**config.mk**
```make
export PLATFORM = sky130hd
export DESIGN_NAME = atm_session_fsm
export DESIGN_NICKNAME = d
export VERILOG_FILES = /design/src/rtl/atm_session_fsm.sv
export SDC_FILE = /design/constraint.sdc
export NUM_CORES = 1
export LEC_CHECK = 0
export BUFFER_PORTS_ARGS = -buffer_cell sky130_fd_sc_hd__buf_2
export CAP_MARGIN = 20
export CORE_UTILIZATION = 50
export CTS_CLUSTER_DIAMETER = 30
export DETAILED_ROUTE_END_ITERATION = 12
export PLACE_DENSITY = 0.75
export SKIP_LAST_GASP = 1
export SLEW_MARGIN = 20
export SYNTH_ARGS = -nofsm -noshare
export SYNTH_HDL_FRONTEND = slang
export SYNTH_SLANG_ARGS = --single-unit
```
**constraint.sdc**
```tcl
create_clock -name clk -period 2.95 [get_ports clk]
set_clock_uncertainty 0.05 [all_clocks]
set_input_delay 0.59 -clock clk [delete_from_list [all_inputs] [get_ports clk]]
set_output_delay 0.59 -clock clk [all_outputs]
set_load 0.01 [all_outputs]
```
**src/rtl/atm_session_fsm.sv**
```systemverilog
// atm_session_fsm: ATM session sequencer with PIN lockout, inactivity timeout and session-end pulse
module atm_session_fsm #(
  parameter int MAX_PIN_TRIES  = 3,
  parameter int TIMEOUT_CYCLES = 50000000,
  parameter int LOCK_CYCLES    = 100000000,
  parameter int TIMER_W        = 32
) (
  input  logic       clk,
  input  logic       rst_n,
  input  logic       usr_valid,
  input  logic [1:0] usr_sel,
  input  logic       status_valid,
  input  logic [3:0] status_code,
  output logic [3:0] current_state,
  output logic [3:0] input_style,
  output logic [3:0] display_mode,
  output logic [3:0] pin_fail_cnt,
  output logic       locked,
  output logic       timeout_pulse,
  output logic       session_end
);
  typedef enum logic [3:0] {
    IDLE, ACC_NUM, PIN, MENU, BAL, CONV_SRC, CONV_AMT, CONV_DST,
    WD_CUR, WD_AMT, XF_ACC, XF_CUR, XF_AMT, ERROR, SUCCESS, LOCKED
  } state_t;
  localparam logic [3:0] ACC_FOUND = 4'd1, ACC_NOT_FOUND = 4'd2, PIN_CORRECT = 4'd3, PIN_INCORRECT = 4'd4;
  localparam logic [3:0] AMT_VALID = 4'd5, AMT_INVALID = 4'd6, EXIT = 4'd7, INPUT_COMPLETE = 4'd8;
  localparam logic [3:0] MAX_TRIES = 4'(MAX_PIN_TRIES);
  state_t state_q, state_d, ev_d, menu_sel;
  logic [TIMER_W-1:0] t_q, t_d;
  logic [3:0] fail_q, fail_d, fail_inc;
  logic any_v, tmo, lk_done, to_d, se_d;
  assign fail_inc = fail_q == MAX_TRIES ? fail_q : fail_q + 4'd1;
  assign menu_sel = usr_sel == 2'd0 ? BAL : usr_sel == 2'd1 ? CONV_SRC : usr_sel == 2'd2 ? WD_CUR : XF_ACC;
  // Event-driven next state; status strobes take precedence over user strobes
  always_comb begin
    ev_d = state_q;
    if (status_valid) begin
      case (state_q)
        ACC_NUM:  ev_d = status_code == ACC_FOUND ? PIN : status_code == ACC_NOT_FOUND ? IDLE : state_q;
        PIN:      ev_d = status_code == PIN_CORRECT ? MENU :
                         (status_code == PIN_INCORRECT && fail_inc == MAX_TRIES) ? LOCKED : state_q;
        MENU:     ev_d = status_code == EXIT ? IDLE : state_q;
        CONV_SRC: ev_d = status_code == INPUT_COMPLETE ? CONV_AMT : state_q;
        CONV_AMT: ev_d = status_code == AMT_VALID ? CONV_DST : status_code == AMT_INVALID ? ERROR : state_q;
        CONV_DST: ev_d = status_code == INPUT_COMPLETE ? SUCCESS : state_q;
        WD_CUR:   ev_d = status_code == INPUT_COMPLETE ? WD_AMT : state_q;
        WD_AMT:   ev_d = status_code == AMT_VALID ? SUCCESS : status_code == AMT_INVALID ? ERROR : state_q;
        XF_ACC:   ev_d = status_code == ACC_FOUND ? XF_CUR : status_code == ACC_NOT_FOUND ? ERROR : state_q;
        XF_CUR:   ev_d = status_code == INPUT_COMPLETE ? XF_AMT : state_q;
        XF_AMT:   ev_d = status_code == AMT_VALID ? SUCCESS : status_code == AMT_INVALID ? ERROR : state_q;
        default:  ev_d = state_q;
      endcase
      if (status_code == EXIT && state_q inside {[BAL:SUCCESS]}) ev_d = MENU;
    end else if (usr_valid) begin
      ev_d = state_q == IDLE ? ACC_NUM : state_q == MENU ? menu_sel : state_q;
    end
  end
  // One counter serves as inactivity timer and lock timer; it restarts on every state change
  always_comb begin
    any_v   = usr_valid | status_valid;
    tmo     = state_q != IDLE && state_q != LOCKED && !any_v && t_q == TIMER_W'(TIMEOUT_CYCLES - 1);
    lk_done = state_q == LOCKED && t_q == TIMER_W'(LOCK_CYCLES - 1);
    state_d = lk_done ? IDLE : state_q == LOCKED ? LOCKED : tmo ? IDLE : ev_d;
    t_d     = (state_d != state_q || state_q == IDLE || (any_v && state_q != LOCKED)) ? '0 : t_q + TIMER_W'(1);
    fail_d  = state_d == IDLE ? 4'd0 :
              (state_q == PIN && status_valid && status_code == PIN_CORRECT) ? 4'd0 :
              (state_q == PIN && status_valid && status_code == PIN_INCORRECT) ? fail_inc : fail_q;
    to_d    = tmo;
    se_d    = state_d == IDLE && state_q != IDLE;
  end
  always_ff @(posedge clk or negedge rst_n) begin
    if (!rst_n) begin
      state_q       <= IDLE;
      t_q           <= '0;
      fail_q        <= 4'd0;
      timeout_pulse <= 1'b0;
      session_end   <= 1'b0;
    end else begin
      state_q       <= state_d;
      t_q           <= t_d;
      fail_q        <= fail_d;
      timeout_pulse <= to_d;
      session_end   <= se_d;
    end
  end
  always_comb begin
    input_style = 4'd1;
    case (state_q)
      ACC_NUM, XF_ACC:                    input_style = 4'd2;
      PIN:                                input_style = 4'd3;
      MENU:                               input_style = 4'd4;
      CONV_SRC, CONV_DST, WD_CUR, XF_CUR: input_style = 4'd5;
      CONV_AMT, WD_AMT, XF_AMT:           input_style = 4'd6;
      default:                            input_style = 4'd1;
    endcase
  end
  assign display_mode  = state_q == IDLE ? 4'd6 : state_q == LOCKED ? 4'd3 : 4'd4;
  assign current_state = state_q;
  assign pin_fail_cnt  = fail_q;
  assign locked        = state_q == LOCKED;
endmodule

```
==> flow_metrics.tcl, run 1 <==
set metrics [dict create \
    status "finished clean" \
    cp_common_cell "buf_4" \
    crit_buf_inv 4 \
    via_count 3127 \
    via_per_inst 6.156 \
    avgSynthCellArea_um2 8.417 \
    synth_top_area_cell "dfrtp_1" \
    swShare_pct 21.55 \
    post-route-min-period_ps 2857 \
    path_class "register to register" \
    finalCritPeriodShare_pct 96.84 \
    dieArea_um2 6877 \
    synth_common_cells "42 x dfrtp_1, 42 x nor3_1, 37 x nand2_1" \
    drt-wirelength-per-cell_um 16.57 \
    cts.sinks 42 \
    grt_max_degree 43 \
    seq_area_um2 1054 \
    syn_inst 389 \
    drv_slew 0 \
    yosys_most_used_dff "dfrtp_1" \
    relSlewSlack_pct 40.05 \
    reg2regPathDepth 11 \
    placementRows 29 \
    async_flop_share_pct 100.0 \
    dr.first_iter.drc_count 226 \
    hold_class "primary input to async pin" \
    worstPathArrival_ps 3010 \
    worstSetupStartpointType "register" \
    io-pin-count 29 \
    core_um2 6350 \
    slowest_stage "o41ai_1" \
    vdd_drop_max_mv 0.4486 \
    synth.area.mux_share_pct 2.254 \
    r2r-start "current_state[0]" \
    power_frac_seq_pct 53.3 \
    clock_latency_ps 300 \
    synthXorXnorAreaFrac_pct 8.827 \
    routed_wl_mm 8.420 \
    synth.top_cell.area_share_pct 32.10 \
    die_y_um 82.93 \
    dp_cells 497 \
    cts_htree_levels 2 \
    ys_warn_count 0 \
    worstPathRequired_ps 3100 \
    power_switching_mw 0.2324 \
    crit_family "compound AO/OA/AOI/OAI gates" \
    synthTopCellsByArea "dfrtp_1 32%, nor3_1 6.4%, xnor2_1 4.8%, nand2_1 4.2%, xor2_1 4.0%" \
    diodes 0 \
    cts-root-buf "clkbuf_8" \
    crit_chain "inv_2 -> ha_1 -> buf_4 -> a31o_2 -> o41ai_1 -> nor4_2 -> buf_4 -> o31ai_4 -> o221ai_4 -> buf_12 -> nor3_2" \
    place.gp.congestion 0.9225 \
    gr-usage-all-layers_pct 25.44 \
    hpwlAfterDp_mm 6.260 \
    drc_errors 0 \
    setup_tns_ps 0 \
    path_depth 11 \
    clk_pin_slew_ps 80 \
    intPower_mw 0.8458 \
    critPathMaxFanout 16 \
    finalSetupViolations 0 \
    nFillCells 560 \
    multiInputGateArea_um2 2105 \
    cap_violations 0 \
    io_buffers 26 \
    grt_pass1_vias 2905 \
    critPathCaptureType "register" \
    fmax_ghz 0.3500 \
    ant_nets 0 \
    cts_made_buffers 5 \
    finalNonFillerCells 508 \
    start_util_pct 51.57 \
    r2r-end "t_q[3]" \
    antenna_found_initial 0 \
    report.final.hold_viol_count 0 \
    max_stage_delay_ps 510 \
    cts_tree "built" \
    clkPwrFrac_pct 41.2 \
    synth_compound_area_share_pct 13.95 \
    syn_to_final_growth_pct 16.32 \
    cellPowerDensity_nw_per_um2 283.1 \
    synth_edf_count 0 \
    synth_top_family_by_area "simple AND/OR/NAND/NOR gates" \
    cts_hold_buf 0 \
    syn_area_um2 3274 \
    ys_seq_area_share_pct 32.10 \
    holdWs_ps 364.1 \
    r2r_setup_slack_ps 90 \
    overflow 0 \
    combPwrFrac_pct 5.4 \
    yosys.area_share.simple_pct 34.35 \
    ys_types 71 \
    drive_gt1_share_pct 22.51 \
    ys_ff_latch 42 \
    drtPass1Iterations 5 \
    grt_pass1_wl_mm 14.30 \
    synthAdderAreaFrac_pct 2.981 \
    leakage_nw 1.564 \
    clockBufferDepth 2 \
    fp.dieW_um 82.93 \
    tightestPinTransition_ps 899.3 \
    fin_nets 447 \
]
-- kinds of logic (layout without fill, tap and decap cells) --
logic type,Yosys count,count (layout)
AND/OR/NAND/NOR,202,202
buffers and inverters,40,81
multiplexers,6,6
XOR/XNOR,33,33
AO/OA/AOI/OAI,57,57
adder cells (fa/ha/maj),8,8
flip-flops,42,42
other,1,2
-- metal layers --
metal | track usage, % | vias up | routed length [um]
li1 | - | 1490 | -
met1 | 36.31 | 1513 | 3877
met2 | 39.57 | 111 | 3903
met3 | 5.765 | 13 | 537
met4 | 5.486 | 0 | 101
met5 | 0 | - | 0
-- placed cells by master, fill, tap and decap left out, drive strengths merged, types with 3 or more instances in the layout --
master / synthesis / routed
or2: 3 / 3
o21ai: 10 / 10
mux2i: 4 / 4
and2: 3 / 3
nor2: 31 / 31
nor4: 6 / 6
nor3: 42 / 42
a211oi: 4 / 4
o31ai: 5 / 5
xor2: 15 / 15
nor3b: 3 / 3
xnor2: 18 / 18
nand3b: 4 / 4
a31oi: 3 / 3
nand3: 23 / 23
o22ai: 4 / 4
nor2b: 3 / 3
nor4bb: 4 / 4
buf: 13 / 56
a2111oi: 3 / 3
inv: 17 / 17
and4: 3 / 3
nand2: 37 / 37
and3: 7 / 7
nand4: 10 / 10
nor4b: 3 / 3
nand2b: 4 / 4
nand4b: 3 / 3
and3b: 3 / 3
dfrtp: 42 / 42
a21oi: 13 / 13
clkbuf: 10 / 6
ha: 7 / 7
-- worst register-to-register path, delay by kind of cell (launching register included) --
kind | cells | cell delay (ps)
AND/OR/NAND/NOR | 2 | 300
flip-flops | 1 | 420
adder cells (fa/ha/maj) | 1 | 230
AO/OA/AOI/OAI | 4 | 1160
buffers and inverters | 4 | 600
-- registers in the layout, summed over array words and instances, names as in the netlist --
signal / flops
pin_fail_cnt: 4
session_end: 1
current_state: 4
t_q: 32
timeout_pulse: 1
-- power by group through the flow --
stage / clock, mW / sequential (mW) / combinational (mW)
5_1_grt: 0.484 / 0.575 / 0.0656
6_report: 0.445 / 0.575 / 0.0583
3_5_place_dp: 0 / 0.587 / 0.0572
4_1_cts: 0.454 / 0.575 / 0.0576
3_3_place_gp: 0 / 0.587 / 0.0573
2_1_floorplan: 0 / 0.587 / 0.0308
-- cell type report --
| cell class | instances | share of cell area (%) |
|---|---|---|
| Clock buffer | 6 | 1.905 |
| Clock inverter | 2 | 0.9855 |
| Inverter | 17 | 1.675 |
| Multi-Input combinational cell | 308 | 55.26 |
| Sequential cell | 42 | 27.66 |
| Tap cell | 77 | 2.530 |
| Timing Repair Buffer | 56 | 9.987 |
-- timing repair --
item | CTS | global route
buffers inserted | 0 | 3
resized for setup | 0 | 16
endpoints found under the setup margin | 0 | 37
-- worst max path at each step --
stage	start	to	slack, ps
floorplan	current_state[0]	session_end	40
global placement	current_state[1]	session_end	70
detailed placement	current_state[1]	t_q[3]	20
CTS	current_state[0]	session_end	20
global route	pin_fail_cnt[1]	t_q[15]	-10
finish	current_state[0]	t_q[3]	90
-- stage by stage --
step / power [mW] / worst slack [ps] / util, % / cell area (um^2)
final: 1.078 / 93.17 / 59.98 / 3809
after global routing: 1.124 / -11.35 / 59.98 / 3809
after CTS: 1.087 / 15.80 / 58.52 / 3716
after detailed placement: 0.6438 / 17.05 / 56.79 / 3606
after global placement: 0.6439 / 69.62 / 56.79 / 3606
after floorplan: 0.6176 / 43.59 / - / 3278
No activity file was read; power rests on OpenSTA's default activity.
==> inputs of run 2 (changes only) <==
- ABC_AREA: unset -> 1
- PLACE_DENSITY: 0.75 -> 0.76
==> run 2 against run 1 <==
Net effect:
- combinational power shrank 25%
- fmax grew 7.7%
- via count shrank 3.6%
- largest cell class unchanged
- synthesized cell count grew 19%
- sequential power is essentially flat
- cell count grew 12%
- first-iteration DRC count shrank 40%
==> flow_metrics.tcl, run 2 <==
set metrics [dict create \
    cts-root-buf "clkbuf_8" \
    diodes 0 \
    setup_tns_ps 0 \
    post-route-min-period_ps 2653 \
    ys_types 32 \
    syn_to_final_growth_pct 9.772 \
    io-pin-count 29 \
    cts_made_buffers 5 \
    synth_common_cells "120 x nand2_1, 59 x inv_1, 56 x nor2_1" \
    relSlewSlack_pct 40.90 \
    worstSetupStartpointType "register" \
    hold_class "primary input to async pin" \
    tightestPinTransition_ps 886.5 \
    synth.area.mux_share_pct 0 \
    synth_edf_count 0 \
    drtPass1Iterations 5 \
    placementRows 28 \
    synth.top_cell.area_share_pct 32.97 \
    mostFrequentLayoutCells "120 x nand2_1, 58 x inv_1, 55 x nor2_1" \
    layout_commonest_cell "nand2_1" \
    path_class "register to register" \
    grt_max_degree 43 \
    crit_chain "inv_2 -> ha_1 -> inv_1 -> nand2_1 -> o211ai_2 -> nand2_1 -> nand2_1 -> nand3_1 -> nor2_1 -> nand2_1 -> nand2_1 -> nand2_1 -> nand2_1 -> nand2_1 -> nor2_1 -> nand2_2 -> buf_12 -> nor2_2" \
    cp_common_cell "nand2_1" \
    antenna_found_initial 0 \
    critPathMaxFanout 32 \
    report.final.hold_viol_count 0 \
    cts.sinks 42 \
    core_um2 6026 \
    die_y_um 81.85 \
    place.gp.congestion 0.8970 \
    dr.first_iter.drc_count 136 \
    ant_nets 0 \
    cts_tree "built" \
    io_buffers 26 \
    leakage_nw 1.658 \
    finalCritPeriodShare_pct 89.94 \
    top_usage_layer "met2" \
    max_stage_delay_ps 510 \
    cap_violations 0 \
    clk_pin_slew_ps 80 \
    cellPowerDensity_nw_per_um2 300.9 \
    start_util_pct 52.91 \
    fp.dieW_um 81.85 \
    dieArea_um2 6699 \
    nFillCells 551 \
    clock_latency_ps 300 \
    synth_top_area_cell "dfrtp_1" \
    synth.most_common_cell "nand2_1" \
    rsz0062_at_grt "false" \
    drive_gt1_share_pct 17.85 \
    multiInputGateArea_um2 1839 \
    status "finished clean" \
    via_count 3015 \
    async_flop_share_pct 100.0 \
    drt-wirelength-per-cell_um 12.55 \
    grt_pass1_wl_mm 12.29 \
    syn_area_um2 3188 \
    avgSynthCellArea_um2 6.901 \
    hpwlAfterDp_mm 5.426 \
    met3_usage_pct 3.556 \
    overflow 0 \
    slowest_stage "dfrtp_1" \
    drc_errors 0 \
    clockBufferDepth 2 \
    via_per_inst 5.308 \
    yosys.area_share.simple_pct 40.89 \
    routed_wl_mm 7.129 \
    largest_reg_flops 32 \
    gr-usage-all-layers_pct 23.48 \
    fin_nets 509 \
    synthAdderAreaFrac_pct 2.747 \
    synth_compound_area_share_pct 6.319 \
    worstPathArrival_ps 2830 \
    synth_top_family_by_area "simple AND/OR/NAND/NOR gates" \
    ys_warn_count 0 \
    synthTopCellsByArea "dfrtp_1 33%, nand2_1 14%, inv_1 6.9%, nor2_2 6.7%, nor2_1 6.6%" \
    finalSetupViolations 0 \
    syn_inst 462 \
    ys_seq_area_share_pct 32.97 \
    ys_ff_latch 42 \
    yosys_most_used_dff "dfrtp_1" \
    drv_slew 0 \
    critPathCaptureType "register" \
    worstPathRequired_ps 3130 \
    grt_pass1_vias 2847 \
    top_register "t_q" \
    cts_htree_levels 2 \
    met2_usage_pct 40.74 \
    seq_area_um2 1051 \
    synthXorXnorAreaFrac_pct 7.418 \
    grt_use_met1_pct 28.71 \
    vdd_drop_max_mv 0.3004 \
    fin_util_pct 58.08 \
    fmax_ghz 0.3769 \
]
-- run 2: changes by cell type in the layout (fill, tap and decap cells not counted), moves of 7 or more --
cell	before	now
nand2_1	35	120
o21ai_0	7	15
inv_1	15	58
xnor2_1	18	6
nor2_1	31	55
and3_1	7	0
nand3_1	23	34
nor3_1	39	9
buf_4	28	3
nor2_2	0	35
-- run 2: power by group --
part / switching [mW] / internal (mW) / total (mW)
Combinational: 0.0324 / 0.0113 / 0.0437
Clock: 0.195 / 0.236 / 0.432
Sequential: 0.00142 / 0.576 / 0.578
Total: 0.229 / 0.824 / 1.05
-- run 2: worst paths after layout --
path | startpoint | endpoint | slack, ps | cells past startpoint
min in group clk | t_q[0] | t_q[0] | 410 | 1
worst min-delay path | rst_n | t_q[2] | 360 | 1
worst max register to register | current_state[0] | t_q[11] | 300 | 18
max in group asynchronous | rst_n | current_state[3] | 1940 | 1
worst min register to register | t_q[0] | t_q[0] | 410 | 1
worst max-delay path | current_state[0] | t_q[11] | 300 | 18
-- run 2: logic make-up after synthesis --
logic type               count (synthesis)
AO/OA/AOI/OAI                           33
XOR/XNOR                                27
adder cells (fa/ha/maj)                  7
buffers and inverters                   70
flip-flops                              42
other                                    1
AND/OR/NAND/NOR                        282
-- run 2: layer usage --
layer	share of wire (%)	vias up
li1	-	1525
met1	45	1383
met2	49	90
met3	4.5	17
met4	2.3	0
met5	0	-
-- run 2: what timing repair did --
action                                  in CTS  in global routing
hold buffers                                 0                  0
endpoints found under the setup margin       0                 32
gates resized for setup                      0                  2
buffers inserted                             0                  0
-- run 2: per-stage QoR --
step           power, mW  std cells  setup slack, ps  instance area (um^2)  hold slack (ps)
6_report           1.053        568            296.8                  3500            363.6
4_1_cts            1.061        568            188.2                  3497            403.4
3_5_place_dp      0.6340        560            203.8                  3387            400.8
2_1_floorplan     0.6098        463            435.1                  3192            244.4
5_1_grt            1.085        568            59.61                  3500            442.0
3_3_place_gp      0.6330        560            278.0                  3387            404.2
-- run 2: worst max-delay path, delay by kind of cell (launching register included) --
| kind | cells | cell delay (ps) |
|---|---|---|
| AND/OR/NAND/NOR | 13 | 1250 |
| buffers and inverters | 3 | 420 |
| flip-flops | 1 | 510 |
| adder cells (fa/ha/maj) | 1 | 260 |
| AO/OA/AOI/OAI | 1 | 90 |
-- run 2: layout make-up --
cell class | instances | share of cell area [%]
multi-input combinational | 351 | 52.56
sequential | 42 | 30.03
inverter | 62 | 6.650
timing repair buffer | 30 | 4.934
clock buffer | 8 | 3.146
tap | 75 | 2.681
==> inputs of run 3 (changes only) <==
- BUFFER_PORTS_ARGS: -buffer_cell sky130_fd_sc_hd__buf_2 -> -buffer_cell sky130_fd_sc_hd__buf_4
==> run 3 against run 2 <==
Net effect:
- clock-buffer cell count shrank 3
- non-clock buffer count stayed put
- sequential cell count did not move
==> flow_metrics.tcl, run 3 (synthesized netlist as in run 2, its figures left out) <==
set metrics [dict create \
    status "finished clean" \
    mostFrequentLayoutCells "120 x nand2_1, 58 x inv_1, 56 x nor2_1" \
    gr-usage-all-layers_pct 22.98 \
    cts_tree "built" \
    cts.sinks 42 \
    rsz0062_at_grt "false" \
    worstPathRequired_ps 3130 \
    cts_htree_levels 2 \
    dp_slack_ps 212.4 \
    r2r_setup_slack_ps 270 \
    drive_gt1_share_pct 17.65 \
    fin_util_pct 59.09 \
    largest_reg_flops 32 \
    top_register "t_q" \
    fp.dieW_um 81.85 \
    grt_pass1_wl_mm 11.88 \
    path_class "register to register" \
    post-route-min-period_ps 2685 \
    diodes 0 \
    core_um2 6026 \
    worstPathArrival_ps 2860 \
    overflow 0 \
    hold_class "primary input to async pin" \
    placementRows 28 \
    cts_hold_buf 0 \
    antenna_found_initial 0 \
    dr.first_iter.drc_count 140 \
    finalNonFillerCells 568 \
    drtPass1Iterations 4 \
    relSlewSlack_pct 54.25 \
    start_util_pct 52.91 \
    post_cts_resized 0 \
    vdd_drop_max_mv 0.3288 \
    syn_to_final_growth_pct 11.70 \
    hpwlAfterDp_mm 5.393 \
    report.final.hold_viol_count 0 \
    fin_nets 509 \
    final.setup.worst_slack_ps 265.5 \
    cts_made_buffers 5 \
    dp_cells 560 \
    finalCritPeriodShare_pct 91.00 \
    io-pin-count 29 \
    via_count 2976 \
    drc_errors 0 \
    layout_commonest_cell "nand2_1" \
    grt_pass1_vias 2846 \
    cts-root-buf "clkbuf_8" \
    ant_nets 0 \
    io_buffers 26 \
    setup_tns_ps 0 \
    place.gp.congestion 0.8904 \
    reg2regPathDepth 18 \
    place_area_um2 3452 \
    dieArea_um2 6699 \
    cts_setup_buffers 0 \
    r2r-start "current_state[0]" \
    via_per_inst 5.239 \
    leakage_nw 1.682 \
    routed_wl_mm 7.068 \
    finalSetupViolations 0 \
    clk_pin_slew_ps 80 \
    die_y_um 81.85 \
    r2r-end "t_q[31]" \
    critPathCaptureType "register" \
    grt_max_degree 43 \
    critPathMaxFanout 32 \
    drt-wirelength-per-cell_um 12.44 \
    fmax_ghz 0.3725 \
    cap_violations 0 \
    clockBufferDepth 2 \
    worstSetupStartpointType "register" \
    clock_latency_ps 300 \
    design_area_um2 3561 \
    drv_slew 0 \
    cellPowerDensity_nw_per_um2 300.5 \
    tightestPinTransition_ps 680.0 \
]
[run 3: cell types whose count changed in the layout (fill, tap and decap cells not counted)]
cell / before / now
buf_2: 26 / 0
buf_4: 3 / 29
clkbuf_8: 8 / 5
clkinv_2: 0 / 2
bufinv_16: 0 / 1
nor2_1: 55 / 56
nor2_2: 35 / 34
[run 3: metrics by stage]
step / hold WS [ps] / power [mW]
3_3_place_gp: 401.8 / 0.6371
4_1_cts: 226.8 / 1.077
2_1_floorplan: 244.4 / 0.6098
6_report: 210.4 / 1.070
5_1_grt: 251.3 / 1.103
3_5_place_dp: 408.1 / 0.6380
[run 3: worst max path at each step]
stage	cells after the start	from	slack, ps	end
6_report	18	current_state[0]	270	t_q[31]
5_1_grt	18	current_state[0]	30	t_q[31]
4_1_cts	16	current_state[0]	200	t_q[31]
3_5_place_dp	16	current_state[0]	210	t_q[31]
3_3_place_gp	18	current_state[0]	270	t_q[0]
2_1_floorplan	18	current_state[1]	440	t_q[6]
[run 3: area by class of cell]
cell class	count	area, um^2
multi-input cells	351	1837
repair buffers	30	237.7
inverters	62	232.7
well taps	75	93.84
clock inverters	3	40.04
clock buffers	5	68.82
flip-flops and latches	42	1051
fillers	565	2465
[run 3: routing by layer]
layer / share of wire, % / wire length (um) / track usage (%) / vias to the layer above
li1: - / - / - / 1527
met1: 45 / 3172 / 27.68 / 1365
met2: 49 / 3460 / 40.66 / 69
met3: 3.7 / 259 / 2.333 / 15
met4: 2.5 / 176 / 11.05 / 0
met5: 0 / 0 / 0 / -
[run 3: worst max-delay path, cell delays in order (launching register included)]
cell      delay, ps
dfrtp_1         530
inv_2           150
ha_1            270
inv_1            90
nand2_1          80
o211ai_2        100
nand2_1         140
nand2_1          90
nand3_1          80
nor2_1          130
nand2_1          70
nand2_1         100
nand2_1         100
nand2_1          90
nand2_1          50
nor2_1          120
nand2_2          80
buf_12          190
nor2_1          100
[run 3: where the power goes]
part	switching, mW	internal [mW]	leakage [nW]
Clock	0.195	0.249	0.0579
Combinational	0.0330	0.0153	1.08
Sequential	0.00158	0.576	0.546
